$ cat src/rtl/dcache_load_port_driver.sv
// Turns a valid/ready load-command stream into the two-phase D$ request protocol
// (index/grant, tag, rvalid) and returns aligned, extended load data on a response stream.
module dcache_load_port_driver #(
  parameter int IndexWidth    = 12,
  parameter int TagWidth      = 44,
  parameter int DataWidth     = 64,
  parameter int TimeoutCycles = 256,
  localparam int PAddrWidth   = IndexWidth + TagWidth
) (
  input  logic                  clk_i,
  input  logic                  rst_i,
  input  logic                  cmd_valid_i,
  output logic                  cmd_ready_o,
  input  logic [PAddrWidth-1:0] cmd_paddr_i,
  input  logic [1:0]            cmd_size_i,
  input  logic                  cmd_signed_i,
  input  logic                  kill_i,
  output logic                  rsp_valid_o,
  input  logic                  rsp_ready_i,
  output logic [63:0]           rsp_data_o,
  output logic                  rsp_err_o,
  output logic [IndexWidth-1:0] dreq_address_index_o,
  output logic [TagWidth-1:0]   dreq_address_tag_o,
  output logic                  dreq_data_req_o,
  output logic [7:0]            dreq_data_be_o,
  output logic [1:0]            dreq_data_size_o,
  output logic                  dreq_tag_valid_o,
  output logic                  dreq_kill_req_o,
  output logic                  dreq_data_we_o,
  output logic [DataWidth-1:0]  dreq_data_wdata_o,
  input  logic                  dreq_data_gnt_i,
  input  logic                  dreq_data_rvalid_i,
  input  logic [DataWidth-1:0]  dreq_data_rdata_i,
  output logic [2:0]            dbg_state_o
);

  // Handshakes: a cmd beat transfers on a clock edge where cmd_valid_i && cmd_ready_o,
  // a rsp beat where rsp_valid_o && rsp_ready_i; valid never drops before its transfer.
  typedef enum logic [2:0] {
    S_IDLE     = 3'd0,
    S_REQ      = 3'd1,
    S_TAG      = 3'd2,
    S_WAIT     = 3'd3,
    S_KILLWAIT = 3'd4,
    S_RESP     = 3'd5
  } state_e;

  localparam int CntWidth = (TimeoutCycles > 2) ? $clog2(TimeoutCycles) : 1;

  state_e                state_q;
  logic [PAddrWidth-1:0] paddr_q;
  logic [1:0]            size_q;
  logic                  signed_q;
  logic [CntWidth-1:0]   cnt_q;
  logic [63:0]           rsp_data_q;
  logic                  rsp_err_q;

  logic [63:0] shifted;
  logic [63:0] aligned;
  logic [7:0]  be;
  logic        timeout;

  always_comb begin
    shifted = dreq_data_rdata_i >> {paddr_q[2:0], 3'b000};
    aligned = '0;
    be      = '0;
    case (size_q)
      2'd0: begin
        aligned = {{56{signed_q & shifted[7]}}, shifted[7:0]};
        be      = 8'h01 << paddr_q[2:0];
      end
      2'd1: begin
        aligned = {{48{signed_q & shifted[15]}}, shifted[15:0]};
        be      = 8'h03 << paddr_q[2:0];
      end
      2'd2: begin
        aligned = {{32{signed_q & shifted[31]}}, shifted[31:0]};
        be      = 8'h0F << paddr_q[2:0];
      end
      default: begin
        aligned = shifted;
        be      = 8'hFF << paddr_q[2:0];
      end
    endcase
  end

  // The TAG cycle plus TimeoutCycles-1 WAIT cycles put the error response
  // exactly TimeoutCycles cycles after the tag phase.
  assign timeout = (cnt_q == CntWidth'(TimeoutCycles - 2));

  always_ff @(posedge clk_i) begin
    if (rst_i) begin
      state_q    <= S_IDLE;
      paddr_q    <= '0;
      size_q     <= '0;
      signed_q   <= 1'b0;
      cnt_q      <= '0;
      rsp_data_q <= '0;
      rsp_err_q  <= 1'b0;
    end else begin
      case (state_q)
        S_IDLE: begin
          if (cmd_valid_i) begin
            paddr_q  <= cmd_paddr_i;
            size_q   <= cmd_size_i;
            signed_q <= cmd_signed_i;
            state_q  <= S_REQ;
          end
        end
        S_REQ: begin
          if (dreq_data_gnt_i) state_q <= S_TAG;
        end
        S_TAG: begin
          if (kill_i) begin
            state_q <= S_KILLWAIT;
          end else if (dreq_data_rvalid_i) begin
            rsp_data_q <= aligned;
            rsp_err_q  <= 1'b0;
            state_q    <= S_RESP;
          end else begin
            state_q <= S_WAIT;
          end
        end
        S_WAIT: begin
          if (dreq_data_rvalid_i) begin
            rsp_data_q <= aligned;
            rsp_err_q  <= 1'b0;
            cnt_q      <= '0;
            state_q    <= S_RESP;
          end else if (timeout) begin
            rsp_data_q <= '0;
            rsp_err_q  <= 1'b1;
            cnt_q      <= '0;
            state_q    <= S_RESP;
          end else begin
            cnt_q <= cnt_q + CntWidth'(1);
          end
        end
        S_KILLWAIT: begin
          // The rvalid here is the cache acknowledging the kill; it carries no data.
          if (dreq_data_rvalid_i || timeout) begin
            cnt_q   <= '0;
            state_q <= S_IDLE;
          end else begin
            cnt_q <= cnt_q + CntWidth'(1);
          end
        end
        S_RESP: begin
          if (rsp_ready_i) state_q <= S_IDLE;
        end
        default: state_q <= S_IDLE;
      endcase
    end
  end

  assign cmd_ready_o          = (state_q == S_IDLE);
  assign rsp_valid_o          = (state_q == S_RESP);
  assign rsp_data_o           = rsp_data_q;
  assign rsp_err_o            = rsp_err_q;
  assign dreq_data_req_o      = (state_q == S_REQ);
  assign dreq_address_index_o = dreq_data_req_o ? paddr_q[IndexWidth-1:0] : '0;
  assign dreq_data_be_o       = dreq_data_req_o ? be : '0;
  assign dreq_data_size_o     = dreq_data_req_o ? size_q : '0;
  assign dreq_tag_valid_o     = (state_q == S_TAG) && !kill_i;
  assign dreq_kill_req_o      = (state_q == S_TAG) && kill_i;
  assign dreq_address_tag_o   = dreq_tag_valid_o ? paddr_q[PAddrWidth-1:IndexWidth] : '0;
  assign dreq_data_we_o       = 1'b0;
  assign dreq_data_wdata_o    = '0;
  assign dbg_state_o          = state_q;

endmodule

$ cat config.mk
export PLATFORM = sky130hd
export DESIGN_NAME = dcache_load_port_driver
export DESIGN_NICKNAME = d
export VERILOG_FILES = /design/src/rtl/dcache_load_port_driver.sv
export SDC_FILE = /design/constraint.sdc
export NUM_CORES = 1
export LEC_CHECK = 0
export ABC_CLOCK_PERIOD_IN_PS = 1900
export CORE_ASPECT_RATIO = 1.25
export CORE_MARGIN = 10
export CORE_UTILIZATION = 40
export CTS_CLUSTER_DIAMETER = 40
export DETAILED_ROUTE_END_ITERATION = 8
export PLACE_DENSITY_LB_ADDON = 0.08
export RECOVER_POWER = 25
export SYNTH_ARGS = -nofsm -noshare
export SYNTH_HDL_FRONTEND = slang
export SYNTH_SLANG_ARGS = --single-unit
$ cat constraint.sdc
create_clock -name clk_i -period 1.9 [get_ports clk_i]
set_input_delay 0.475 -clock clk_i [delete_from_list [all_inputs] [get_ports clk_i]]
set_output_delay 0.475 -clock clk_i [all_outputs]
set_load 0.02 [all_outputs]
==> impl_metrics.tcl, run 1 <==
set metrics [dict create \
    cts_tree "done" \
    grt_usage_pct 23.33 \
    reg2reg_to "rsp_data_o[40]$_SDFFE_PP0P_" \
    finalPower_uw 12630 \
    synth_top_flop_cell "dfxtp_1" \
    finalWirelength_um 36790 \
    routed_via_density 5.391 \
    period_share_pct 116.5 \
    hold_viol_final 0 \
    yosysWarnings 0 \
    power.switching_uw 4743 \
    grt_antenna_before_repair 4 \
    ys_top_cells_by_count "nand2_1, dfxtp_1, a21oi_1" \
    cts_root_buffer "clkbuf_16" \
    core_um2 20740 \
    synthTopCellsByArea "dfxtp_1, nand2_1, mux2i_1, buf_4, a21oi_1" \
    drtAntennaViolNets 0 \
    relSlewSlack_pct 63.24 \
    die_y_um 182.1 \
    p_sw_share_pct 37.55 \
    end_kind "output pin" \
    start_kind "flip-flop" \
    fill_cells 1624 \
    ys_seq_area_share_pct 32.16 \
    clock_tree.buffer_depth 2 \
    p_clk_share_pct 26.7 \
    async_flop_share_pct 0 \
    clock_latency_ns 0.43 \
    synth_top_area_cell "dfxtp_1" \
    rsz0062_at_grt "true" \
    ys_seq_elements 135 \
    initial_utilization_pct 40.52 \
    slew_viol_final 0 \
    grt_max_degree 109 \
    synth.distinct_cells 62 \
    row_count 59 \
    cp_data_required_time_ns 1.42 \
    first_global_vias 8965 \
    min_path_cells 2 \
    path_class "flip-flop to output pin" \
    hpwl_um 24870 \
    pwr-share-seq_pct 26.7 \
    synth_top_area_share_pct 32.16 \
    rrSetupSlack_ns -0.22 \
    vias 9515 \
    syn_to_final_growth_pct 73.75 \
    arrival_ns 1.74 \
    postLayoutSetupSlackWorst_ns -0.3129 \
    power.internal_uw 7887 \
    crit_fanout 5 \
    fin_skew_ns 0.01371 \
    drv_cap 0 \
    status "finished with violations" \
    cts.htree.levels 4 \
    peakVddDrop_v 0.0006961 \
    cts_num_sinks 135 \
    hp-start "rst_i" \
    min_period_ns 2.213 \
    worst_pin_slew_ns 0.5513 \
    layout-drive-gt1-share_pct 36.99 \
    power_leakage_uw 0.006080 \
    syn_avg_cell_area_um2 8.004 \
    nets 1606 \
    place_congestion 0.8907 \
    synth_edf_count 0 \
    gr-total-overflow 0 \
    setup_viol 124 \
    drcViolationCount 0 \
    portBuffers 268 \
    grt_pass1_wl_um 50580 \
    r2r_start "paddr_q[1]$_SDFFE_PP0P_" \
    fin_util_pct 70.40 \
    clk_pin_slew_ns 0.06 \
    syn_inst 1050 \
    drt_iter0_drc 696 \
    cts_buffers 17 \
    hold-path-endpoint "rsp_data_o[57]$_SDFFE_PP0P_" \
    die_area_um2 27250 \
    yosysMostFrequentCell "nand2_1" \
    p_per_area_nw_per_um2 864.9 \
    post_drt_wl_per_cell_um 20.84 \
    combPwrFrac_pct 46.6 \
    dr.pass1.iters 5 \
    violations "setup timing" \
    reg2regPathDepth 10 \
    syn-cell-area_um2 8404 \
    fmax_mhz 451.9 \
    fp.dieW_um 149.7 \
    hp-class "input pin to flip-flop" \
    pin_count 334 \
]
-- how the worst max path moves through the flow --
stage	start	endpoint	slack [ns]	cells after the start
after floorplan	paddr_q[1]$_SDFFE_PP0P_	dreq_data_be_o[6]	-0.10	7
after global placement	kill_i	dreq_address_tag_o[12]	-0.69	5
after detailed placement	kill_i	dreq_address_tag_o[13]	-0.76	5
after CTS	dbg_state_o[2]$_SDFFE_PP0P_	dreq_data_be_o[5]	-0.33	6
after global routing	dbg_state_o[2]$_SDFFE_PP0P_	dreq_address_tag_o[6]	-0.37	8
final	dbg_state_o[2]$_SDFFE_PP0P_	dreq_address_tag_o[6]	-0.31	8
-- flip-flops by register name (all words and copies together), names as in the netlist --
signal	cells
rsp_err_o	1
size_q	2
signed_q	1
paddr_q	56
rsp_data_o	64
cnt_q	8
dbg_state_o	3
-- cell type report --
class | instances | area (µm²) | area share (%)
Multi-Input combinational cell | 810 | 5923 | 40.56
Timing Repair Buffer | 503 | 4979 | 34.09
Sequential cell | 135 | 2733 | 18.71
Clock buffer | 19 | 452.9 | 3.102
Tap cell | 274 | 342.8 | 2.348
Clock inverter | 13 | 133.9 | 0.9168
Inverter | 7 | 28.78 | 0.1971
Antenna cell | 4 | 10.01 | 0.06855
-- power by group through the flow --
stage	clock [µW]	sequential (µW)	combinational [µW]
after global placement	0	3420	4620
final	3370	3370	5890
after floorplan	0	3330	2930
after detailed placement	0	3410	4670
after global routing	3530	3400	6290
after CTS	3410	3350	4890
-- layer usage --
metal | vias to the layer above | GRT usage [%] | routed length, µm
li1 | 4496 | - | -
met1 | 4531 | 25.56 | 13320
met2 | 419 | 40.67 | 18550
met3 | 69 | 8.243 | 3749
met4 | 0 | 7.944 | 1179
met5 | - | 0 | 0
-- critical path, stage by stage (launching register included) --
cell and delay (ns):
dfxtp_4 0.37, inv_4 0.06, nand2_4 0.05, nor3_4 0.20, buf_6 0.15, buf_12 0.11, clkbuf_16 0.13, and2_4 0.13
buf_6 0.11
-- metrics by stage --
stage | setup TNS (ns) | setup WS [ns] | cells | instance area [µm²] | hold WS, ns
2_1_floorplan | -1.268 | -0.1023 | 1114 | 8952 | 0.4317
3_3_place_gp | -66.64 | -0.6901 | 1658 | 12340 | 0.4291
3_5_place_dp | -72.05 | -0.7552 | 1658 | 12340 | 0.4416
4_1_cts | -20.66 | -0.3320 | 1703 | 13070 | 0.2729
5_1_grt | -31.10 | -0.3746 | 1763 | 14600 | 0.2884
6_report | -22.07 | -0.3129 | 1765 | 14600 | 0.2827
-- placed cells by master (no fill, tap or decap), drive strengths merged, types with 6 or more instances in the layout --
cell	count
nand2	172
a2bb2oi	8
a21oi	110
dlymetal6s2s	12
o22ai	6
nor4	14
a22oi	8
nor3	33
inv	14
buf	289
a311oi	28
clkdlybuf4s50	150
conb	65
o211ai	8
nor2	44
and3	18
a211oi	41
mux2i	57
dfxtp	135
dlygate4sd2	30
mux4	15
a32o	8
nand3	15
mux2	7
o21ai	28
and2	47
clkbuf	41
nand2b	16
nor2b	20
-- cell families (layout without fill, tap and decap cells) --
kind of cell               after synthesis  in the layout  synth area share [%]
other                                    1             69               0.04462
muxes                                   79             79                 11.75
DFF                                    135            135                 32.16
buffers and inverters                  169            542                 11.52
and+or+nand+nor                        391            391                 22.66
adders and majority gates                2              2                0.2977
AOI/OAI and AO/OA                      272            272                 21.47
xor gates and xnor gates                 1              1                0.1042
-- repair_timing --
item / 4_1_cts / 5_1_grt
hold buffers: 0 / 0
pin swaps: 1 / 73
setup endpoints to repair: 162 / 146
hold endpoints to repair: 0 / 0
buffers inserted: 11 / 46
resized for setup: 397 / 302
gates cloned: 2 / 17
(Power assumes the default switching activity.)
==> run 2: changes to the inputs <==
CTS_CLUSTER_SIZE = 8   (was default)
==> results of run 2 <==
No change in the layout: final DEF, timing and power equal those of run 1.
==> run 3: changes to the inputs <==
ABC_CLOCK_PERIOD_IN_PS = 2500   (was 1900)
CORE_UTILIZATION = 45   (was 40)
GPL_ROUTABILITY_DRIVEN = 0   (was default)
REMOVE_ABC_BUFFERS = 1   (was default)
clock period = 2.5 ns   (was 1.9 ns; I/O delays follow)
==> run 3 against run 2 <==
Against the previous run: the run now ends clean; first-iteration DRC count down 10%; routed wire length down 17%; non-clock buffer count down 167; critical endpoint is now dreq_data_be_o[7]; largest cell class unchanged; largest power group unchanged.
==> impl_metrics.tcl, run 3 (synthesis results as in run 1) <==
set metrics [dict create \
    cts_num_sinks 135 \
    peakVddDrop_v 0.0004915 \
    routed_via_density 5.604 \
    met3_usage_pct 9.183 \
    use_met1_pct 28.57 \
    cts.htree.levels 4 \
    finalNonFillerCells 1549 \
    fmax_mhz 418.3 \
    arrival_ns 1.77 \
    layout_common_cells "clkdlybuf4s50_1, nand2_1, dfxtp_1, a21oi_1, conb_1" \
    setup_viol 0 \
    largest_reg_flops 64 \
    dr.pass1.iters 5 \
    combPwrFrac_pct 35.3 \
    portBuffers 268 \
    gr-total-overflow 0 \
    clk_pin_slew_ns 0.06 \
    power.switching_uw 2936 \
    post_drt_wl_per_cell_um 19.81 \
    first_global_vias 8584 \
    relSlewSlack_pct 34.69 \
    cp_data_required_time_ns 1.88 \
    final_common_cell "clkdlybuf4s50_1" \
    drt_iter0_drc 625 \
    drtAntennaViolNets 0 \
    start_kind "flip-flop" \
    p_per_area_nw_per_um2 728.7 \
    core_um2 18240 \
    fp.dieW_um 142.2 \
    rsz0062_at_grt "false" \
    fin_skew_ns 0.01203 \
    met2_usage_pct 38.23 \
    syn_to_final_growth_pct 40.27 \
    slew_viol_final 0 \
    dp.cells 1513 \
    crit_fanout 9 \
    nets 1440 \
    die_area_um2 24580 \
    cts_root_buffer "clkbuf_16" \
    cts_buffers 17 \
    hpwl_um 22260 \
    clock_tree.buffer_depth 2 \
    finalWirelength_um 30690 \
    busiest_layer "met2" \
    power_leakage_uw 0.004574 \
    layout-drive-gt1-share_pct 14.08 \
    grt_antenna_before_repair 0 \
    vias 8681 \
    end_kind "output pin" \
    grt_max_degree 95 \
    p_clk_share_pct 35.1 \
    cts_tree "done" \
    die_y_um 172.8 \
    path_class "flip-flop to output pin" \
    drv_cap 0 \
    initial_utilization_pct 46.09 \
    drcViolationCount 0 \
    pwr-share-seq_pct 29.6 \
    finalPower_uw 8591 \
    status "complete, no violations" \
    p_sw_share_pct 34.18 \
    pin_count 334 \
    grt_usage_pct 23.71 \
    row_count 55 \
    clock_latency_ns 0.42 \
    num_antenna_cells 0 \
    grt_pass1_wl_um 47600 \
    worst_pin_slew_ns 0.9722 \
    power.internal_uw 5654 \
    min_period_ns 2.391 \
    period_share_pct 95.62 \
    hold_viol_final 0 \
    postCtsHoldBufs 0 \
    hp-class "flip-flop to flip-flop" \
]
==> run 3: cell types whose count changed in the layout (fill, tap and decap cells not counted), moves of 25 or more <==
cell             before  now
a211oi_2             25    0
buf_4               193   53
clkbuf_2              2   50
buf_6                72    2
clkdlybuf4s50_1     150  191
a211oi_1             14   41
and2_1                6   46
==> run 3: timing repair <==
action                                  in CTS  in global routing
pin swaps                                    1                  2
resized for setup                           92                110
endpoints found under the setup margin      72                 77
setup buffers                                2                  0
cloned                                       1                  1
==> run 3: area by class of cell <==
class | count | area, µm²
fill | 1592 | 6447
multi-input combinational | 811 | 5041
timing repair buffer | 336 | 3019
sequential | 135 | 2715
clock buffer | 21 | 460.4
tap | 228 | 285.3
clock inverter | 11 | 241.5
inverter | 7 | 26.28
==> run 3: power by group through the flow <==
stage	Combinational, µW	Clock [µW]	Sequential (µW)
5_1_grt	3300	3140	2570
3_3_place_gp	3030	0	2590
2_1_floorplan	1580	0	2760
3_5_place_dp	3060	0	2570
6_report	3030	3020	2540
4_1_cts	3060	3060	2540
==> run 3: worst max-delay path: stages (launching register included) <==
cell           delay (ns)
dfxtp_1              0.33
nor2_1               0.14
nand2_1              0.15
buf_4                0.21
a211oi_1             0.16
dlygate4sd1_1        0.35
==> run 3: final timing paths <==
| path | startpoint | cells after the start | slack (ns) | end |
|---|---|---|---|---|
| max | dbg_state_o[2]$_SDFFE_PP0P_ | 5 | 0.11 | dreq_data_be_o[7] |
| min | rsp_data_o[15]$_SDFFE_PP0P_ | 2 | 0.44 | rsp_data_o[15]$_SDFFE_PP0P_ |
| max reg2reg | paddr_q[1]$_SDFFE_PP0P_ | 6 | 0.16 | rsp_data_o[9]$_SDFFE_PP0P_ |
| min reg2reg | rsp_data_o[15]$_SDFFE_PP0P_ | 2 | 0.44 | rsp_data_o[15]$_SDFFE_PP0P_ |
==> run 3: routing by layer <==
metal | routed length [µm] | part of all wire [%]
met3 | 3716 | 12
met1 | 11910 | 39
met4 | 527 | 1.7
met5 | 0 | 0
met2 | 14530 | 47
==> run 3: metrics by stage <==
stage	TNS, ns	hold slack [ns]	worst slack (ns)	instance area, µm²	util [%]
6_report	0	0.4417	0.1094	11790	64.64
5_1_grt	0	0.4730	0.003725	11790	64.64
4_1_cts	-0.007695	0.4484	-0.005821	12010	65.85
3_5_place_dp	-24.87	0.4397	-0.4312	11320	62.09
3_3_place_gp	-22.10	0.4281	-0.3783	11320	62.09
2_1_floorplan	-195.25	0.4257	-2.564	7702	-
